## src/rtl/vga_sync_decoder.sv

```systemverilog
// Receive-side VGA timing recovery: tracks HSYNC/VSYNC, checks line and frame timing,
// and reports lock, the active-video window and VRAM column/row of the current pixel.
module vga_sync_decoder #(
    parameter int H_SYNC_CLKS   = 384,
    parameter int H_BP_CLKS     = 192,
    parameter int H_ACT_CLKS    = 2560,
    parameter int H_TOTAL_CLKS  = 3200,
    parameter int H_TOL         = 4,
    parameter int V_SYNC_LINES  = 2,
    parameter int V_BP_LINES    = 33,
    parameter int V_ACT_LINES   = 480,
    parameter int V_TOTAL_LINES = 525,
    parameter int CLKS_PER_COL  = 20,
    parameter int LINES_PER_ROW = 5,
    parameter int LOCK_LINES    = 3
) (
    input  logic        clk,
    input  logic        reset,
    input  logic        HSYNC,
    input  logic        VSYNC,
    input  logic        err_clr,
    output logic        LOCKED,
    output logic        VLOCKED,
    output logic [11:0] HCOUNT,
    output logic [9:0]  LINE,
    output logic        ACTIVE,
    output logic [6:0]  COL,
    output logic [6:0]  ROW,
    output logic        H_ERR,
    output logic        V_ERR
);

    localparam int GW = $clog2(LOCK_LINES + 1);
    localparam int SW = $clog2(CLKS_PER_COL);
    localparam int RW = $clog2(LINES_PER_ROW);

    localparam logic [12:0] W_MIN = 13'(H_SYNC_CLKS - H_TOL);
    localparam logic [12:0] W_MAX = 13'(H_SYNC_CLKS + H_TOL);
    localparam logic [12:0] P_MIN = 13'(H_TOTAL_CLKS - H_TOL);
    localparam logic [12:0] P_MAX = 13'(H_TOTAL_CLKS + H_TOL);
    localparam logic [11:0] H_START = 12'(H_SYNC_CLKS + H_BP_CLKS);
    localparam logic [11:0] H_END   = 12'(H_SYNC_CLKS + H_BP_CLKS + H_ACT_CLKS - 1);
    localparam logic [9:0]  V_START = 10'(V_SYNC_LINES + V_BP_LINES);
    localparam logic [9:0]  V_END   = 10'(V_SYNC_LINES + V_BP_LINES + V_ACT_LINES - 1);
    localparam logic [10:0] F_NOM   = 11'(V_TOTAL_LINES);
    localparam logic [GW-1:0] GOOD_LAST = GW'(LOCK_LINES - 1);
    localparam logic [SW-1:0] SUB_LAST  = SW'(CLKS_PER_COL - 1);
    localparam logic [RW-1:0] RSUB_LAST = RW'(LINES_PER_ROW - 1);

    typedef enum logic [1:0] {
        S_SEARCH,
        S_CHECK,
        S_LOCKED
    } state_t;

    state_t          state, state_nx;
    logic [GW-1:0]   good_cnt, good_nx;
    logic            hs_r, vs_r;
    logic            hfall, hrise, vfall, hsat;
    logic [12:0]     cnt_p1;
    logic            w_ok, p_ok;
    logic            wok, wok_nx;
    logic            herr_set, locked_nx;

    logic [11:0]     hcount_nx;
    logic [9:0]      line_nx;
    logic [10:0]     frame_len;
    logic            pend, pend_nx, seen, seen_nx, consume;
    logic            vlock_nx, verr_set;
    logic            h_in, v_in, act_nx;
    logic [SW-1:0]   sub, sub_nx;
    logic [6:0]      col_cnt, col_nx;
    logic [RW-1:0]   rsub, rsub_nx;
    logic [6:0]      row_cnt, row_nx;

    assign hfall  = ~HSYNC & hs_r;
    assign hrise  = HSYNC & ~hs_r;
    assign vfall  = ~VSYNC & vs_r;
    assign hsat   = (HCOUNT == 12'hFFF);
    assign cnt_p1 = {1'b0, HCOUNT} + 13'd1;
    assign w_ok   = (cnt_p1 >= W_MIN) && (cnt_p1 <= W_MAX);
    assign p_ok   = (cnt_p1 >= P_MIN) && (cnt_p1 <= P_MAX);
    assign locked_nx = (state_nx == S_LOCKED);

    always_ff @(posedge clk or posedge reset) begin
        if (reset) state <= S_SEARCH;
        else       state <= state_nx;
    end

    // wok remembers whether this line's sync width conformed, for the period check at hfall
    always_comb begin
        state_nx = state;
        good_nx  = good_cnt;
        wok_nx   = wok;
        herr_set = 1'b0;
        if (hrise) wok_nx = w_ok;
        if (hfall) wok_nx = 1'b0;
        case (state)
            S_SEARCH: begin
                if (hfall) begin
                    state_nx = S_CHECK;
                    good_nx  = '0;
                end
            end
            S_CHECK: begin
                if (hfall) begin
                    if (wok && p_ok) begin
                        if (good_cnt == GOOD_LAST) begin
                            state_nx = S_LOCKED;
                            good_nx  = '0;
                        end else begin
                            good_nx = good_cnt + GW'(1);
                        end
                    end else begin
                        good_nx = '0;
                    end
                end else if (hsat) begin
                    good_nx = '0;
                end
            end
            S_LOCKED: begin
                if ((hrise && !w_ok) || (hfall && !p_ok) || hsat) begin
                    herr_set = 1'b1;
                    state_nx = S_CHECK;
                    good_nx  = '0;
                end
            end
            default: state_nx = S_SEARCH;
        endcase
    end

    always_comb begin
        hcount_nx = hfall ? 12'd0 : (hsat ? HCOUNT : HCOUNT + 12'd1);
        consume   = hfall & (pend | vfall);
        pend_nx   = consume ? 1'b0 : (pend | vfall);
        line_nx   = LINE;
        if (hfall) line_nx = consume ? 10'd0 : ((LINE == 10'h3FF) ? LINE : LINE + 10'd1);
        frame_len = {1'b0, LINE} + 11'd1;

        // the frame ending at the first consumed VSYNC after reset is partial, so skip it
        seen_nx  = seen;
        vlock_nx = VLOCKED;
        verr_set = 1'b0;
        if (consume) begin
            if (!seen) begin
                seen_nx = 1'b1;
            end else if (frame_len == F_NOM) begin
                vlock_nx = 1'b1;
            end else if (VLOCKED) begin
                verr_set = 1'b1;
                vlock_nx = 1'b0;
            end
        end
        vlock_nx = vlock_nx & locked_nx;

        h_in = (hcount_nx >= H_START) && (hcount_nx <= H_END);
        v_in = (line_nx >= V_START) && (line_nx <= V_END);

        sub_nx = '0;
        col_nx = '0;
        if (h_in && (hcount_nx != H_START)) begin
            if (sub == SUB_LAST) begin
                sub_nx = '0;
                col_nx = col_cnt + 7'd1;
            end else begin
                sub_nx = sub + SW'(1);
                col_nx = col_cnt;
            end
        end

        rsub_nx = rsub;
        row_nx  = row_cnt;
        if (hfall) begin
            rsub_nx = '0;
            row_nx  = '0;
            if (v_in && (line_nx != V_START)) begin
                if (rsub == RSUB_LAST) begin
                    row_nx = row_cnt + 7'd1;
                end else begin
                    rsub_nx = rsub + RW'(1);
                    row_nx  = row_cnt;
                end
            end
        end

        act_nx = locked_nx & vlock_nx & h_in & v_in;
    end

    always_ff @(posedge clk or posedge reset) begin
        if (reset) begin
            hs_r     <= 1'b1;
            vs_r     <= 1'b1;
            good_cnt <= '0;
            wok      <= 1'b0;
            pend     <= 1'b0;
            seen     <= 1'b0;
            sub      <= '0;
            col_cnt  <= '0;
            rsub     <= '0;
            row_cnt  <= '0;
            HCOUNT   <= '0;
            LINE     <= '0;
            LOCKED   <= 1'b0;
            VLOCKED  <= 1'b0;
            ACTIVE   <= 1'b0;
            COL      <= '0;
            ROW      <= '0;
            H_ERR    <= 1'b0;
            V_ERR    <= 1'b0;
        end else begin
            hs_r     <= HSYNC;
            vs_r     <= VSYNC;
            good_cnt <= good_nx;
            wok      <= wok_nx;
            pend     <= pend_nx;
            seen     <= seen_nx;
            sub      <= sub_nx;
            col_cnt  <= col_nx;
            rsub     <= rsub_nx;
            row_cnt  <= row_nx;
            HCOUNT   <= hcount_nx;
            LINE     <= line_nx;
            LOCKED   <= locked_nx;
            VLOCKED  <= vlock_nx;
            ACTIVE   <= act_nx;
            COL      <= act_nx ? col_nx : 7'd0;
            ROW      <= act_nx ? row_nx : 7'd0;
            H_ERR    <= herr_set | (H_ERR & ~err_clr);
            V_ERR    <= verr_set | (V_ERR & ~err_clr);
        end
    end

endmodule

```

## config.mk

```make
export PLATFORM = sky130hd
export DESIGN_NAME = vga_sync_decoder
export DESIGN_NICKNAME = d
export VERILOG_FILES = /design/src/rtl/vga_sync_decoder.sv
export SDC_FILE = /design/constraint.sdc
export NUM_CORES = 1
export LEC_CHECK = 0
export CELL_PAD_IN_SITES_DETAIL_PLACEMENT = 1
export CELL_PAD_IN_SITES_GLOBAL_PLACEMENT = 1
export CORE_MARGIN = 10
export CORE_UTILIZATION = 40
export CTS_BUF_LIST = sky130_fd_sc_hd__clkbuf_4 sky130_fd_sc_hd__clkbuf_8
export CTS_CLUSTER_DIAMETER = 80
export DETAILED_ROUTE_END_ITERATION = 10
export GPL_ROUTABILITY_DRIVEN = 0
export PLACE_DENSITY_LB_ADDON = 0.1
export SLEW_MARGIN = 20
export SYNTH_ARGS = -nofsm -noshare
export SYNTH_HDL_FRONTEND = slang
export SYNTH_SLANG_ARGS = --single-unit
```

## constraint.sdc

```tcl
create_clock -name clk -period 3.2 [get_ports clk]
set_input_delay 0.64 -clock clk [delete_from_list [all_inputs] [get_ports clk]]
set_output_delay 0.64 -clock clk [all_outputs]
set_load 0.02 [all_outputs]
```

# Yosys cells after proc, flatten, opt, wreduce, memory -nomap -nowiden
# Index checks and enable logic that the tools add are counted.
# word_totals
ff_bits,72
elab_cells,126
in_bits,5
# op_classes
bitwise,17
reduce_logical,17
n_mux,41
n_lt_le_gt_ge,8
add_sub_neg,9
eq_ne,14
# op_table
op,n
two-way mux 7 bit,7
two-way mux 10 bit,3
two-way mux 12 bit,2
two-way mux 2 bit,11
adder 7 x 1 -> 7 bit (second input constant),2
adder 12 x 1 -> 13 bit (second input constant),1
greater-or-equal comparator 13 x 12 -> 1 bit (second input constant),1
greater-or-equal comparator 13 x 9 -> 1 bit (second input constant),1
<= comparator 13 x 12 -> 1 bit (second input constant),1
<= comparator 13 x 9 -> 1 bit (second input constant),1
adder 12 x 1 -> 12 bit (second input constant),1
equality test 12 bit (second input constant),1
greater-or-equal comparator 12 x 10 -> 1 bit (second input constant),1
<= comparator 12 bit (second input constant),1
two-way mux 1 bit,12
inequality test 12 x 10 -> 1 bit (second input constant),1
case mux 2 bit (3 select lines),2
adder 10 x 1 -> 11 bit (second input constant),1
equality test 11 x 10 -> 1 bit (second input constant),1
adder 10 x 1 -> 10 bit (second input constant),1
AND 1 bit,10
equality test 10 bit (second input constant),1
greater-or-equal comparator 10 x 6 -> 1 bit (second input constant),1
<= comparator 10 bit (second input constant),1
21 further kinds,41

# Depth between registers and ports, before layout
# logic_depth
word_depth,15
depth_mapped,13
ltp_nobuf,11

# Worst setup path after synthesis
# Ideal clock, no wire load.
# synth_timing
path_type,input-to-reg
from,input port HSYNC
to,register ROW[0]
arrival_ns,2.654
slack_ns,0.466
required_time_ns,3.120
path_buffers,2
setup_time_ns,0.080
path_stages,12
cell_sequence,inv_1 ha_1 buf_6 a41oi_1 nor2_1 a211o_1 a211o_1 or2_4 o211ai_2 o211ai_4 buf_6 nor3_2
# synth_between
word_cells_on_any_way,32
# synth_lines
item,line,source
start: declaration,19,"input logic HSYNC,"
NOT 1 bit *,76,assign hfall = ~HSYNC & hs_r;
AND 1 bit *,76,
named net hfall,59,"logic hfall, hrise, vfall, hsat;"
AND 1 bit,134,consume = hfall & (pend | vfall);
two-way mux 10 bit,137,if (hfall) line_nx = consume ? 10'd0 : ((LINE == 10'h3FF) ? LINE : LINE + 10'd1);
two-way mux 10 bit *,137,
named net line_nx[3],66,logic [9:0] line_nx;
greater-or-equal comparator 10 x 6 -> 1 bit / <= comparator 10 bit (equally long branches),157,v_in = (line_nx >= V_START) && (line_nx <= V_END);
logical AND 1 bit,157,
logical AND 1 bit,176,if (v_in && (line_nx != V_START)) begin
two-way mux 7 bit,176,
two-way mux 7 bit,173,if (hfall) begin
two-way mux 7 bit *,227,ROW <= act_nx ? row_nx : 7'd0;
end signal: assignment,227,
end: declaration,28,"output logic [6:0] ROW,"
# The timed path passes the listed nets; every way through them passes the cells marked *.
# A chain may end at the register's enable or synchronous reset.

# Worst setup path in the final report
# layout_timing
from,input port HSYNC
to,register COL[5]
# layout_between
word_cells_on_any_way,31
# layout_lines
item,line,source
NOT 1 bit *,76,
AND 1 bit *,76,
named net hfall,59,
AND 1 bit,134,
two-way mux 10 bit,137,
two-way mux 10 bit *,137,
named net line_nx[6],66,
greater-or-equal comparator 10 x 6 -> 1 bit / <= comparator 10 bit (equally long branches),157,
logical AND 1 bit *,157,
AND 1 bit *,186,act_nx = locked_nx & vlock_nx & h_in & v_in;
two-way mux 7 bit *,226,COL <= act_nx ? col_nx : 7'd0;
end signal: assignment,226,
end: declaration,27,"output logic [6:0] COL,"
# Marked as above.

==> results.sh <==
export IMPL_die_area_um2=14500
export IMPL_cts_tree="built"
export IMPL_synth_distinct_cells=74
export IMPL_htree_num_levels=3
export IMPL_synth_simple_area_share_pct=23.3
export IMPL_outcome="complete, no violations"
export IMPL_placementRows=36
export IMPL_cp_data_required_time_ps=3460
export IMPL_wl_met2_um=5340
export IMPL_crit_type="input port to flip-flop"
export IMPL_critPathLaunchType="input port"
export IMPL_postCtsHoldBufs=0
export IMPL_top_layer="met4"
export IMPL_synth_compound_area_share_pct=16.3
export IMPL_finClkSkew_ps=14.8
export IMPL_final_nets=479
export IMPL_synth_top_area_cell="dfrtp_1"
export IMPL_layout_commonest_cell="dfrtp_1"
export IMPL_peakVddDrop_uv=245
export IMPL_worstMarginPinSlew_ps=554
export IMPL_period_needed_ps=3040
export IMPL_end_kind="flip-flop"
export IMPL_syn_avg_cell_area_um2=10.1
export IMPL_ys_async_sr_fraction_pct=100
export IMPL_io_buffer_count=45
export IMPL_yosysSeqAreaShare_pct=44.9
export IMPL_syn_nets=415
export IMPL_ys_ff_latch=72
export IMPL_grt_remaining_overflow=0
export IMPL_wl_met1_um=4700
export IMPL_routed_wl_um=10500
export IMPL_cts_buffers=9
export IMPL_antenna_found_initial=0
export IMPL_die_y_um=120
export IMPL_synth_xor_area_share_pct=5.66
export IMPL_antennaDiodeCount=0
export IMPL_final_cell_mix="dfrtp_1, clkdlybuf4s50_1, nor2_1"
export IMPL_grt_use_total_pct=14.8
export IMPL_grt_pass1_vias=3520
export IMPL_dp_hpwl_um=7660
export IMPL_slew_headroom_pct=63.0
export IMPL_dieWidth_um=120
export IMPL_drtIter0Drc=202
export IMPL_core_um2=9770
export IMPL_drive_gt1_share_pct=19.0
export IMPL_placed_area_um2=4690
export IMPL_synth_area_leaders="dfrtp_1, xnor2_1, nor2_1"
export IMPL_clkLatencyLatePin_ps=340
export IMPL_nFillCells=1105
export IMPL_p_total_w=0.00227
export IMPL_clock_sinks=72
export IMPL_ys_warnings_count=0
export IMPL_vias_per_cell=5.44
export IMPL_synth_top_area_share_pct=43.6
export IMPL_wl_met3_um=326
export IMPL_pwr_density_cell_nw_per_um2=454
export IMPL_grt_pass1_wl_um=17800
export IMPL_cts_root_buf="clkbuf_8"
export IMPL_hold_viol=0
export IMPL_setup_viol=0
export IMPL_ys_flop_type="dfrtp_1"
export IMPL_synthCells=399
export IMPL_area_growth_pct=24.1
export IMPL_grt_max_degree=48
export IMPL_vias=3272
export IMPL_synth_top_family_by_area="simple AND/OR/NAND/NOR gates"
export IMPL_synth_edf_count=0
export IMPL_drv_slew=0
export IMPL_crit_fanout=11
export IMPL_leakagePower_nw=2.09
export IMPL_clock_tree_buffer_depth=2
export IMPL_avgRoutedWirePerCell_um=17.5
export IMPL_syn_area_um2=4020
export IMPL_maxCapViolations=0
export IMPL_design_area_um2=4990
export IMPL_drc=0
export IMPL_ant_nets=0
export IMPL_clkSlewWorstSetupHoldPaths_ps=80
export IMPL_hp_class="flip-flop to flip-flop"
export IMPL_synth_fa_ha_area_share_pct=3.67
export IMPL_finalCritPeriodShare_pct=95.0
export IMPL_max_clock_freq_ghz=0.329
export IMPL_final_util_pct=51.1
export IMPL_synth_mux_area_fraction_pct=0.747
export IMPL_ios=46
export IMPL_critPathArrivalTime_ps=3300
export IMPL_initial_core_util_pct=41.1
export IMPL_firstDrtPassIters=4
## registers in the layout, indices dropped and copies added (netlist names), 2 cells and up
register and flops:
row_cnt 7, col_cnt 7, sub 5, rsub 3
ROW 7, state 2, COL 7, HCOUNT 12
LINE 10, good_cnt 2
## per-layer routing
metal  vias up  GRT usage, %
met5         -             0
met4         0          5.05
met3        11          2.79
met2        51          25.4
met1      1642          18.2
li1       1568             -
## cells by family (layout without fill, tap and decap cells)
kind of cell             Yosys count  count (layout)
multiplexers                       3               3
XOR/XNOR                          26              26
flip-flops                        72              72
buffers and inverters             38             107
AND/OR/NAND/NOR                  165             165
AO/OA/AOI/OAI                     83              83
adder cells (fa/ha/maj)           12              12
## area by class of cell
type	instances	area (µm²)	share of cell area, %
Multi-Input combinational cell	289	2030	40.6
Sequential cell	72	1810	36.2
Timing Repair Buffer	71	671	13.4
Tap cell	133	166	3.33
Clock buffer	10	131	2.63
Clock inverter	6	115	2.31
Inverter	20	75.1	1.50
## metrics by stage
stage	TNS, ps	cells	setup WS (ps)	hold WS (ps)
3_5_place_dp	-4450	582	-289	462
5_1_grt	-17.0	601	-17.0	519
3_3_place_gp	-3180	582	-217	455
2_1_floorplan	0	399	466	443
4_1_cts	0	598	44.0	473
6_report	0	601	160	473
## critical path: stages
cell             delay [ps]
clkdlybuf4s50_1         480
inv_1                    50
ha_2                    220
buf_4                   180
o21a_1                  160
nor4_1                  530
a211oi_2                120
or2_2                   310
o211ai_2                100
o211ai_4                180
buf_4                   210
nor3_2                  120
## synth_stat cells (6+ instances only)
master    n
dfrtp_1  70
ha_1     11
a31oi_1   7
nor3_2   11
o21ai_0  11
nand2_1  27
nor2_1   38
a21oi_1  12
inv_1    19
nand3_1  17
xnor2_1  17
nor3_1   18
xor2_1    9
and4_1    8
and3_1    6
buf_6     8
## where the power goes
group | internal (W) | switching [W] | leakage, nW
logic | 0.000162 | 0.000183 | 0.993
registers | 0.000943 | 0.0000831 | 0.977
clock network | 0.000531 | 0.000363 | 0.121
## final timing paths
check / from / end / slack [ps] / cells after the start
worst max-delay path: HSYNC / COL[5] / 160 / 12
worst min-delay path: sub[0] / sub[0] / 470 / 1
worst max register to register: HCOUNT[1] / COL[5] / 160 / 10
worst min register to register: sub[0] / sub[0] / 470 / 1
max in group asynchronous: reset / hs_r / 1800 / 3
min in group asynchronous: reset / ACTIVE / 670 / 2
## timing repair
action	4_1_cts	5_1_grt
buffers inserted	0	3
resized for setup	0	7
setup endpoints to repair	0	21
Power figures use the tool's default switching activity.
